`config.mk`:
```
export PLATFORM = sky130hd
export DESIGN_NAME = nfc_command_read_page_seq
export DESIGN_NICKNAME = d
export VERILOG_FILES = /design/src/rtl/nfc_command_read_page_seq.sv
export SDC_FILE = /design/constraint.sdc
export NUM_CORES = 1
export LEC_CHECK = 0
export CAP_MARGIN = 20
export CORE_ASPECT_RATIO = 1.25
export CORE_UTILIZATION = 35
export DETAILED_ROUTE_END_ITERATION = 12
export PLACE_DENSITY = 0.7
export SETUP_SLACK_MARGIN = 0.05
export SYNTH_ARGS = -nofsm -noshare
export SYNTH_HDL_FRONTEND = slang
export SYNTH_SLANG_ARGS = --single-unit
export TNS_END_PERCENT = 5
```
`constraint.sdc`:
```
create_clock -name iSystemClock -period 2 [get_ports iSystemClock]
set_input_delay 0.4 -clock iSystemClock [delete_from_list [all_inputs] [get_ports iSystemClock]]
set_output_delay 0.4 -clock iSystemClock [all_outputs]
set_load 0.03 [all_outputs]
```
`src/rtl/nfc_command_read_page_seq.sv`:
```
// Multi-page NAND read sequencer: 00h / address / 30h, R/B# wait, data, with automatic row increment.
// Define NFC_READ_TIMEOUT_EN to enable the busy-wait abort counter (oTimeout); otherwise WAITHIGH waits forever.
module nfc_command_read_page_seq #(
  parameter int          NumberOfWays = 4,
  parameter logic [5:0]  CommandID    = 6'b000100,
  parameter logic [4:0]  TargetID     = 5'b00101,
  parameter int          AddrCycles   = 5,
  parameter logic [19:0] TimeoutLimit = 20'hFFFFF
) (
  input  logic                    iSystemClock,
  input  logic                    iResetN,
  input  logic [5:0]              iOpcode,
  input  logic [4:0]              iTargetID,
  input  logic [4:0]              iSourceID,
  input  logic [39:0]             iAddress,
  input  logic [15:0]             iLength,
  input  logic [7:0]              iPageCount,
  input  logic                    iCMDValid,
  output logic                    oCMDReady,
  input  logic [NumberOfWays-1:0] iWaySelect,
  output logic                    oStart,
  output logic                    oLastStep,
  output logic                    oTimeout,
  output logic [7:0]              oACG_Command,
  output logic [2:0]              oACG_CommandOption,
  input  logic [7:0]              iACG_Ready,
  input  logic [7:0]              iACG_LastStep,
  output logic [NumberOfWays-1:0] oACG_TargetWay,
  output logic [15:0]             oACG_NumOfData,
  output logic                    oACG_CASelect,
  output logic [39:0]             oACG_CAData,
  input  logic [NumberOfWays-1:0] iACG_ReadyBusy
);

  typedef enum logic [3:0] {
    sIdle, sLatch, sCmd1, sAddr, sCmd2, sWaitLow, sWaitHigh, sData, sNext
  } stateT;

  localparam logic [23:0] RowMask = 24'((32'd1 << (8 * (AddrCycles - 2))) - 32'd1);

  stateT                   rState;
  logic [39:0]             rAddress;
  logic [15:0]             rLength;
  logic [7:0]              rPagesLeft;
  logic [3:0]              rWaitCnt;
  logic [NumberOfWays-1:0] rbSync_p0;
  logic [NumberOfWays-1:0] rbSync_p1;
`ifdef NFC_READ_TIMEOUT_EN
  logic [19:0]             rTimeCnt;
`endif

  logic wAcgReady;
  logic wRB;
  logic unusedInputs;

  assign wAcgReady          = (iACG_Ready[6:0] == 7'h7F);
  assign wRB                = |rbSync_p1;
  assign oStart             = iCMDValid & (iOpcode == CommandID) & (iTargetID == TargetID) & oCMDReady;
  assign oACG_CommandOption = 3'b000;
  assign unusedInputs       = ^{iSourceID, iACG_Ready[7], iACG_LastStep[7:4], iACG_LastStep[2],
                                iACG_LastStep[0]};

  // Row field occupies bytes 2..AddrCycles-1 and wraps silently; bytes above it are left alone.
  function automatic logic [39:0] nextRowAddress(input logic [39:0] addr);
    logic [23:0] row;
    row = addr[39:16];
    row = (row & ~RowMask) | ((row + 24'd1) & RowMask);
    return {row, 16'h0000};
  endfunction

  always_ff @(posedge iSystemClock) begin
    if (!iResetN) begin
      rState         <= sIdle;
      oCMDReady      <= 1'b1;
      oLastStep      <= 1'b0;
      oTimeout       <= 1'b0;
      oACG_Command   <= 8'h00;
      oACG_TargetWay <= '0;
      oACG_NumOfData <= 16'h0000;
      oACG_CASelect  <= 1'b1;
      oACG_CAData    <= 40'h0;
      rAddress       <= 40'h0;
      rLength        <= 16'h0000;
      rPagesLeft     <= 8'h00;
      rWaitCnt       <= 4'h0;
      rbSync_p0      <= '0;
      rbSync_p1      <= '0;
`ifdef NFC_READ_TIMEOUT_EN
      rTimeCnt       <= 20'h0;
`endif
    end else begin
      // R/B# stage p0: mask to the target ways; stage p1: second flop before the OR-reduce
      rbSync_p0 <= iACG_ReadyBusy & oACG_TargetWay;
      rbSync_p1 <= rbSync_p0;
      oLastStep <= 1'b0;

      case (rState)
        sIdle: begin
          oCMDReady <= 1'b1;
          // Capture on the accept edge so LATCH already holds the command and can issue CMD1.
          if (oStart) begin
            rAddress       <= iAddress;
            rLength        <= iLength;
            oACG_TargetWay <= iWaySelect;
            rPagesLeft     <= (iPageCount == 8'd0) ? 8'd1 : iPageCount;
            oCMDReady      <= 1'b0;
            rState         <= sLatch;
          end
        end

        sLatch: begin
          oTimeout       <= 1'b0;
          oACG_CASelect  <= 1'b1;
          oACG_CAData    <= {8'h00, 32'h0};
          oACG_NumOfData <= 16'h0000;
          if (wAcgReady) oACG_Command <= 8'h08;
          rState <= sCmd1;
        end

        sCmd1: begin
          oACG_CASelect  <= 1'b1;
          oACG_CAData    <= {8'h00, 32'h0};
          oACG_NumOfData <= 16'h0000;
          if (oACG_Command != 8'h00) begin
            if (iACG_LastStep[3]) begin
              oACG_Command <= 8'h00;
              rState       <= sAddr;
            end
          end else if (wAcgReady) begin
            oACG_Command <= 8'h08;
          end
        end

        sAddr: begin
          oACG_CASelect  <= 1'b0;
          oACG_CAData    <= rAddress;
          oACG_NumOfData <= 16'(AddrCycles);
          if (oACG_Command != 8'h00) begin
            if (iACG_LastStep[3]) begin
              oACG_Command <= 8'h00;
              rState       <= sCmd2;
            end
          end else if (wAcgReady) begin
            oACG_Command <= 8'h08;
          end
        end

        sCmd2: begin
          oACG_CASelect  <= 1'b1;
          oACG_CAData    <= {8'h30, 32'h0};
          oACG_NumOfData <= 16'h0000;
          if (oACG_Command != 8'h00) begin
            if (iACG_LastStep[3]) begin
              oACG_Command <= 8'h00;
              rWaitCnt     <= 4'h0;
              rState       <= sWaitLow;
            end
          end else if (wAcgReady) begin
            oACG_Command <= 8'h08;
          end
        end

        sWaitLow: begin
          // A device that never drops R/B# inside the tWB window is treated as already done.
          if (!wRB || (rWaitCnt == 4'd15)) begin
            rState <= sWaitHigh;
`ifdef NFC_READ_TIMEOUT_EN
            rTimeCnt <= 20'h0;
`endif
          end else begin
            rWaitCnt <= rWaitCnt + 4'd1;
          end
        end

        sWaitHigh: begin
          if (wRB) begin
            rState <= sData;
`ifdef NFC_READ_TIMEOUT_EN
          end else if (rTimeCnt == TimeoutLimit) begin
            oTimeout   <= 1'b1;
            oLastStep  <= 1'b1;
            oCMDReady  <= 1'b1;
            rPagesLeft <= 8'h00;
            rState     <= sIdle;
          end else begin
            rTimeCnt <= rTimeCnt + 20'd1;
`endif
          end
        end

        sData: begin
          oACG_CASelect  <= 1'b0;
          oACG_CAData    <= 40'h0;
          oACG_NumOfData <= rLength;
          if (oACG_Command != 8'h00) begin
            if (iACG_LastStep[1]) begin
              oACG_Command <= 8'h00;
              rState       <= sNext;
            end
          end else if (wAcgReady) begin
            oACG_Command <= 8'h02;
          end
        end

        sNext: begin
          rPagesLeft <= rPagesLeft - 8'd1;
          if (rPagesLeft != 8'd1) begin
            rAddress <= nextRowAddress(rAddress);
            rState   <= sCmd1;
          end else begin
            oLastStep <= 1'b1;
            oCMDReady <= 1'b1;
            rState    <= sIdle;
          end
        end

        default: rState <= sIdle;
      endcase
    end
  end

endmodule

```
==> flow_summary.json <==
{
  "required_ps": 1600,
  "clkTransAtPathRegs_ps": 60,
  "place_ws_ps": -272,
  "placement.cell_area_um2": 8620,
  "setup_slack_ps": 66.7,
  "clock-sinks": 151,
  "crit_arrival_ps": 1530,
  "p_per_area_nw_per_um2": 704,
  "synth_cell_types": 70,
  "critPathMaxFanout": 2,
  "num_io_pins": 183,
  "seq_area_frac_synth": 0.468,
  "power_switching_uw": 1380,
  "fin_skew_ps": 10.5,
  "die_x_um": 123,
  "vias": 6192,
  "cts_made_buffers": 17,
  "grt_overflow": 0,
  "drc": 0,
  "finalHoldViolations": 0,
  "endpoint_kind": "output pin",
  "ys_async_sr_fraction": 0,
  "place.gp.congestion": 0.856,
  "hold_depth": 1,
  "ff2ff_setup_slack_ps": 150,
  "totalWireLength_um": 18400,
  "path_class": "in -> out",
  "p_leak_uw": 0.00344,
  "drv_slew": 0,
  "use_met3": 0.0501,
  "holdBufCountCts": 0,
  "p_comb_frac": 0.052,
  "viasPerCell": 5.26,
  "max_freq_ghz": 0.517,
  "synthTopCellsByArea": "dfxtp_1 47%, a22oi_1 8.0%, nor2_1 5.9%",
  "wire_per_inst_um": 15.7,
  "cts-htree-levels": 4,
  "die_h_um": 154,
  "use_met1": 0.238,
  "nets": 1047,
  "syn_area_um2": 6450,
  "period_minus_slack_ps": 1930,
  "synth_ff_type": "dfxtp_1",
  "setup_viol": 0,
  "final_area_um2": 9360,
  "core_region_area_um2": 18100,
  "root_buffer": "clkbuf_16",
  "ant_nets": 0,
  "fin_crit_sh": 0.967,
  "synth_top_cell_area_share": 0.468,
  "busiest_layer": "met2",
  "syn_avg_cell_area_um2": 8.55,
  "globalRouteTotalUtil": 0.195,
  "ff2ff_path_depth": 6,
  "p_sw_frac": 0.209,
  "synth_edf_count": 0,
  "yosys.cell_count.top_type": "dfxtp_1",
  "rsz0062_at_grt": "true",
  "drt-pass1-iter-count": 5,
  "synthTopCellsByCount": "151 x dfxtp_1, 102 x nor2_1, 93 x nand2_1, 69 x a22oi_1, 64 x a21oi_1",
  "cap_violations": 0,
  "final_util": 0.517,
  "yosys.area.top_type": "dfxtp_1",
  "p_int_uw": 5210,
  "tritoncts": "built",
  "fp-row-count": 55,
  "drtIter0Drc": 348,
  "syn_inst": 755,
  "hpwl_um": 13000,
  "use_met2": 0.319,
  "status": "finished, final reports clean",
  "grt_pass1_vias": 5786,
  "start_util": 0.357,
  "clkPwrFrac": 0.491,
  "grt_max_degree": 47,
  "ys_seq_elements": 151,
  "tightest_slew_ps": 562,
  "ir_worst_vdd_mv": 0.535,
  "die-area_um2": 19000,
  "grt_pass1_wl_um": 29100,
  "p_seq_frac": 0.457,
  "max_slew_margin": 0.624,
  "finalSetupTns_ps": 0,
  "cts_buffer_depth": 2,
  "hp-class": "reg -> reg",
  "yosysWarningCount": 0,
  "worstSkewPairLatency_ps": 420,
  "critPathLaunchType": "input port",
  "area_delta_synth_final_pct": 45.0,
  "fillerInstances": 1634,
  "portBuffers": 166,
  "final_layout_size_suffix_gt1_frac": 0.119,
  "antenna_found_initial": 2
}
-- per-stage QoR --
stage | std cells | hold WS (ps) | total power [uW]
after floorplan | 758 | 412 | 3180
after global placement | 1142 | 416 | 3420
after detailed placement | 1143 | 419 | 3410
after CTS | 1174 | 428 | 6650
after global routing | 1178 | 443 | 6830
final | 1178 | 433 | 6590
-- cell usage in the layout, fill, tap and decap left out, drive strengths merged, types with 4 or more instances in the layout --
| master | synthesis | routed |
|---|---|---|
| a21oi | 64 | 64 |
| a22o | 5 | 5 |
| a22oi | 69 | 69 |
| a31oi | 8 | 8 |
| and2 | 14 | 14 |
| and3 | 8 | 8 |
| buf | 36 | 56 |
| clkbuf | 27 | 21 |
| clkdlybuf4s50 | 0 | 159 |
| clkinv | 0 | 4 |
| conb | 1 | 4 |
| dfxtp | 151 | 151 |
| dlymetal6s2s | 0 | 5 |
| ha | 4 | 4 |
| inv | 8 | 9 |
| nand2 | 93 | 93 |
| nand2b | 6 | 6 |
| nand3 | 21 | 21 |
| nand4 | 11 | 11 |
| nor2 | 102 | 102 |
| nor2b | 5 | 5 |
| nor3 | 17 | 17 |
| nor4 | 12 | 12 |
| nor4b | 4 | 4 |
| o211ai | 6 | 6 |
| o21ai | 24 | 24 |
| o31a | 5 | 5 |
| o32ai | 4 | 4 |
-- worst max-delay path, cell delays in order --
cell and delay [ps]:
clkdlybuf4s50_1 420, nor4b_2 260, and4_1 220, buf_6 110, buf_6 120
-- sequential cells by signal, summed over array words and instances, names as in the netlist --
signal / flops
oACG_CAData: 40
oACG_CASelect: 1
oACG_Command: 8
oACG_NumOfData: 16
oACG_TargetWay: 4
oCMDReady: 1
oLastStep: 1
rAddress: 40
rLength: 16
rPagesLeft: 8
rState: 4
rWaitCnt: 4
rbSync_p0: 4
rbSync_p1: 4
-- area by class of cell --
cell class | instances | area [um2] | share of cell area
multi-input combinational | 536 | 3160 | 0.337
sequential | 151 | 3020 | 0.323
timing repair buffer | 222 | 2260 | 0.242
clock buffer | 20 | 447 | 0.0477
tap | 228 | 285 | 0.0305
clock inverter | 11 | 149 | 0.0159
inverter | 8 | 32.5 | 0.00348
antenna | 2 | 5.00 | 0.000535
-- what timing repair did --
action / 4_1_cts / 5_1_grt
setup endpoints to repair: 5 / 43
gates cloned: 0 / 1
resized for setup: 4 / 20
pin swaps: 0 / 4
endpoints found under the hold margin: 0 / 0
setup buffers: 0 / 1
-- cell families (layout without fill, tap and decap cells) --
group / after synthesis / after routing / share of synthesized area
and+or+nand+nor: 308 / 308 / 0.237
AOI/OAI and AO/OA: 214 / 214 / 0.224
DFF: 151 / 151 / 0.468
buffers and inverters: 71 / 261 / 0.0537
adders and majority gates: 4 / 4 / 0.00776
xor gates and xnor gates: 4 / 4 / 0.00543
muxes: 2 / 2 / 0.00310
other: 1 / 6 / 0.000581
-- power groups by stage --
stage | sequential (uW) | clock (uW) | combinational (uW)
after floorplan | 3080 | 0 | 103
after global placement | 3080 | 0 | 340
after detailed placement | 3080 | 0 | 339
after CTS | 3010 | 3300 | 340
after global routing | 3010 | 3450 | 367
final | 3010 | 3230 | 344
-- final timing paths --
| path | startpoint | end |
|---|---|---|
| max reg2reg | rState[0] | rAddress[33] |
| min reg2reg | rbSync_p0[2] | rbSync_p1[2] |
| max | iOpcode[1] | oStart |
| min | rbSync_p0[2] | rbSync_p1[2] |
-- metal layers --
metal,vias up,share of wire
li1,3074,-
met1,2877,0.42
met2,209,0.49
met3,32,0.057
met4,0,0.031
met5,-,0
No activity file was read; power rests on OpenSTA's default activity.
